--- src/rtl/pipelined_shifter.sv ---
// pipelined_shifter: log2(WIDTH)-stage elastic shifter (SLL/SRL/SRA/ROR), one shift level per stage.
module pipelined_shifter #(
  parameter int WIDTH = 32,
  localparam int SHW = $clog2(WIDTH)
) (
  input  logic             clock,
  input  logic             reset_n,
  input  logic             flush,
  input  logic             in_valid,
  output logic             in_ready,
  input  logic [WIDTH-1:0] in_data,
  input  logic [SHW-1:0]   in_shamt,
  input  logic [1:0]       in_mode,
  output logic             out_valid,
  input  logic             out_ready,
  output logic [WIDTH-1:0] out_data,
  output logic [1:0]       out_mode
);
  localparam int L = SHW;
  logic [L-1:0] v, adv;
  logic [WIDTH-1:0] d [L];
  logic [1:0] m [L];
  logic [SHW-1:0] sh [L];
  logic s [L];
  logic [L:0] src_v;
  logic [WIDTH-1:0] src_d [L+1];
  logic [1:0] src_m [L+1];
  logic [SHW-1:0] src_sh [L+1];
  logic src_s [L+1];
  logic [WIDTH-1:0] nd [L];
  // SRA fills from the sign captured at input, not from the partially shifted word
  function automatic logic [WIDTH-1:0] level(input logic [WIDTH-1:0] x, input logic [1:0] mode,
                                             input logic sgn, input logic en, input int n);
    logic [WIDTH-1:0] fill;
    fill = {WIDTH{sgn}} & ~({WIDTH{1'b1}} >> n);
    return !en ? x : mode == 2'b00 ? x << n : mode == 2'b01 ? x >> n :
           mode == 2'b10 ? (x >> n) | fill : (x >> n) | (x << (WIDTH - n));
  endfunction
  // a stage moves unless it and every stage after it are full and the output is stalled
  always_comb begin
    adv = '0;
    for (int k = 0; k < L; k++)
      adv[k] = out_ready || ((v >> k) != ({L{1'b1}} >> k));
  end
  assign in_ready = adv[0] && !flush;
  always_comb begin
    src_v = {v, in_valid && in_ready};
    src_d[0] = in_data;
    src_m[0] = in_mode;
    src_sh[0] = in_shamt;
    src_s[0] = in_data[WIDTH-1];
    for (int k = 0; k < L; k++) begin
      src_d[k+1] = d[k];
      src_m[k+1] = m[k];
      src_sh[k+1] = sh[k];
      src_s[k+1] = s[k];
    end
    for (int k = 0; k < L; k++)
      nd[k] = level(src_d[k], src_m[k], src_s[k], src_sh[k][k], 1 << k);
  end
  always_ff @(posedge clock or negedge reset_n) begin
    if (!reset_n) begin
      v <= '0;
      for (int k = 0; k < L; k++) begin
        d[k] <= '0;
        m[k] <= '0;
        sh[k] <= '0;
        s[k] <= 1'b0;
      end
    end else if (flush) begin
      v <= '0;
    end else begin
      for (int k = 0; k < L; k++)
        if (adv[k]) begin
          v[k] <= src_v[k];
          d[k] <= nd[k];
          m[k] <= src_m[k];
          sh[k] <= src_sh[k];
          s[k] <= src_s[k];
        end
    end
  end
  assign out_valid = v[L-1];
  assign out_data = v[L-1] ? d[L-1] : '0;
  assign out_mode = v[L-1] ? m[L-1] : 2'b00;
endmodule

--- config.mk ---
export PLATFORM = sky130hd
export DESIGN_NAME = pipelined_shifter
export DESIGN_NICKNAME = d
export VERILOG_FILES = /design/src/rtl/pipelined_shifter.sv
export SDC_FILE = /design/constraint.sdc
export NUM_CORES = 1
export LEC_CHECK = 0
export ABC_AREA = 1
export BUFFER_PORTS_ARGS = -buffer_cell sky130_fd_sc_hd__buf_2
export CAP_MARGIN = 5
export CORE_ASPECT_RATIO = 1.2
export CORE_MARGIN = 3
export CORE_UTILIZATION = 45
export DETAILED_ROUTE_END_ITERATION = 7
export PLACE_DENSITY_LB_ADDON = 0.2
export SLEW_MARGIN = 20
export SYNTH_ARGS = -nofsm -noshare
export SYNTH_HDL_FRONTEND = slang
export SYNTH_SLANG_ARGS = --single-unit
--- constraint.sdc ---
create_clock -name clock -period 4 [get_ports clock]
set_input_delay 0.2 -clock clock [delete_from_list [all_inputs] [get_ports clock]]
set_output_delay 0.2 -clock clock [all_outputs]
set_load 0.03 [all_outputs]
==> flow_summary.toml <==
[power]
cellPowerDensity_nw_per_um2 = 447
p_leak_nw = 6.86
power.total_mw = 5.34
peakVddDrop_uv = 280

[clocking]
postCtsSetupBuffers = 0
clk_latency_ns = 0.43
clk_path_buf_depth = 2
ctsRootBufferMaster = "clkbuf_16"
cts_tree = "yes"
clkSlewWorstSetupHoldPaths_ns = 0.07
postCtsHoldBufs = 6
cts.sinks = 189
cts_made_buffers = 17
postCtsResizedCells = 0
cts.htree.levels = 4

[global_route]
grt_pass1_wl_um = 44900
grtUsageTotal = 0.203
grt_overflow = 0
grt_pass1_vias = 9236
grt_max_degree = 102
grt_antenna_before_repair = 0

[worst_setup_path]
cp_slowest_cell = "dfrtp_1"
critPathMostFrequentCell = "nand2_4"
r2r_cells = 6
cp_cell_sequence = "nand2_4, nor2_4, nand3_2, nand2_4, inv_4, buf_2"
worstReg2RegStart = "sh[13]"
rrSetupSlack_ns = 2.09
slowest_delay_ns = 0.43
worstPathArrival_ns = 2.04
path_class = "flop to output pin"
crit_family = "simple AND/OR/NAND/NOR gates"
worst-path-buf-inv = 2
cp-end-kind = "output pin"
cp_max_fo = 43
reg2reg_to = "d[57]"
critPathLaunchType = "flop"
critPathRequiredTime_ns = 3.80

[synthesis]
syn_area_per_cell_um2 = 6.45
yosysMostFrequentCell = "nand2_1"
ys_seq_area_frac = 0.433
synth_warnings = 0
syn_nets = 1736
synthDistinctLibCells = 23
ys.flop_type = "dfrtp_1"
synth_common_cells = "nand2_1, dfrtp_1, inv_1"
synth_largest_area_cell = "dfrtp_1"
synth-seq-cells = 189
async_reset_ff_frac = 1.00
netlist_area_um2 = 10900
syn_inst = 1692
synth_top_area_frac = 0.433
synth_edf_count = 0
netlist_top_cells_area = "dfrtp_1, nand2_1, nand3_1"

[timing]
fmax_mhz = 447
timing.final.hold_violations = 0
setup_viol = 0
hold_ws_ns = 0.0306
tns_ns = 0
final_max_slew_viol_count = 0
fin_crit_sh = 0.560
relSlewSlack = 0.354
final.min_clock_period_ns = 2.24
finClkSkew_ns = 0.00567
tightest_slew_ns = 0.967
rsz0062_at_grt = "false"

[final_layout]
syn2layout_area_growth_pct = 9.64
drive_gt1_frac = 0.0833
fin_area_um2 = 12000
antenna_cells = 0
final_nets = 1760

[hold_path]
hold_path_depth = 2
hp-start = "flush"
hold_end = "v[0]"
hold_class = "primary input to flop"

[outcome]
outcome = "completed"

[floorplan]
die_h_um = 177
dieArea_um2 = 26200
die_x_um = 148
initial_utilization = 0.464
placementRows = 61
pin_count = 80
core_um2 = 23500

[place]
finalWeightedCongestion = 0.872
hpwl_um = 18300
numPortBuffers = 79
place_area_um2 = 11300

[detailed_routing]
drtAntennaViolNets = 0
routedWlPerCell_um = 12.7
drtIter0Drc = 653
drtPass1Iterations = 5
drc_errors = 0
wl_um = 26000
num_vias = 10000
viasPerCell = 4.90

[run]
max_cap_violations = 0
==> power by group <==
group | internal (mW) | switching, mW | total, mW
combinational | 0.400 | 0.790 | 1.19
clock | 0.875 | 0.750 | 1.62
sequential | 2.24 | 0.291 | 2.53
==> sequential cells by signal, indices dropped and copies added, names as in the netlist <==
name  count
d       160
s         4
sh       10
m        10
v         5
==> stage by stage <==
stage	setup slack (ns)	util	std cells
floorplan	2.48	-	1692
global placement	2.06	0.482	2006
detailed placement	2.12	0.482	2006
CTS	1.70	0.509	2044
global route	1.57	0.509	2044
finish	1.76	0.509	2044
==> worst reg2reg max path: stages, from the launching register on <==
cell     delay, ns
dfrtp_1       0.33
buf_4         0.31
inv_2         0.28
nor2_1        0.57
nand3_1       0.14
nand2_1       0.13
nand2_1       0.05
==> worst max-delay path by stage <==
stage / startpoint / endpoint / slack (ns) / cells past startpoint
final: v[4] / in_ready / 1.76 / 6
after floorplan: v[4] / d[153] / 2.48 / 9
after global routing: v[4] / in_ready / 1.57 / 6
after CTS: v[4] / in_ready / 1.70 / 6
after detailed placement: sh[13] / d[57] / 2.12 / 6
after global placement: m[7] / d[88] / 2.06 / 6
==> placed cells by master (no fill, tap or decap), drive strengths merged <==
| cell | Yosys | final |
|---|---|---|
| a21oi | 74 | 74 |
| buf | 67 | 90 |
| bufinv | 0 | 1 |
| clkbuf | 25 | 20 |
| clkinv | 1 | 7 |
| clkinvlp | 0 | 5 |
| dfrtp | 189 | 189 |
| dlygate4sd3 | 0 | 6 |
| inv | 173 | 174 |
| nand2 | 874 | 874 |
| nand3 | 138 | 138 |
| nand4 | 6 | 6 |
| nor2 | 86 | 86 |
| o21ai | 59 | 59 |
==> kinds of logic (layout without fill, tap and decap cells) <==
family	count (synthesis)	after routing	share of synthesized area
flops	189	189	0.433
compound gates	133	133	0.0613
buf+inv	266	303	0.104
simple gates	1104	1104	0.402
==> routing by layer <==
| metal | GRT usage | up-vias | part of all wire |
|---|---|---|---|
| li1 | - | 5200 | - |
| met1 | 0.266 | 4557 | 0.46 |
| met2 | 0.352 | 218 | 0.49 |
| met3 | 0.0234 | 38 | 0.031 |
| met4 | 0.0658 | 0 | 0.020 |
| met5 | 0 | - | 0 |
==> layout make-up <==
class	count	area (µm²)
Clock buffer	19	443
Timing Repair Buffer	97	567
Tap cell	315	394
Sequential cell	189	4730
Multi-Input combinational cell	1237	5060
Fill cell	2483	11500
Inverter	174	656
Clock inverter	13	118
Power figures use the tool's default switching activity.
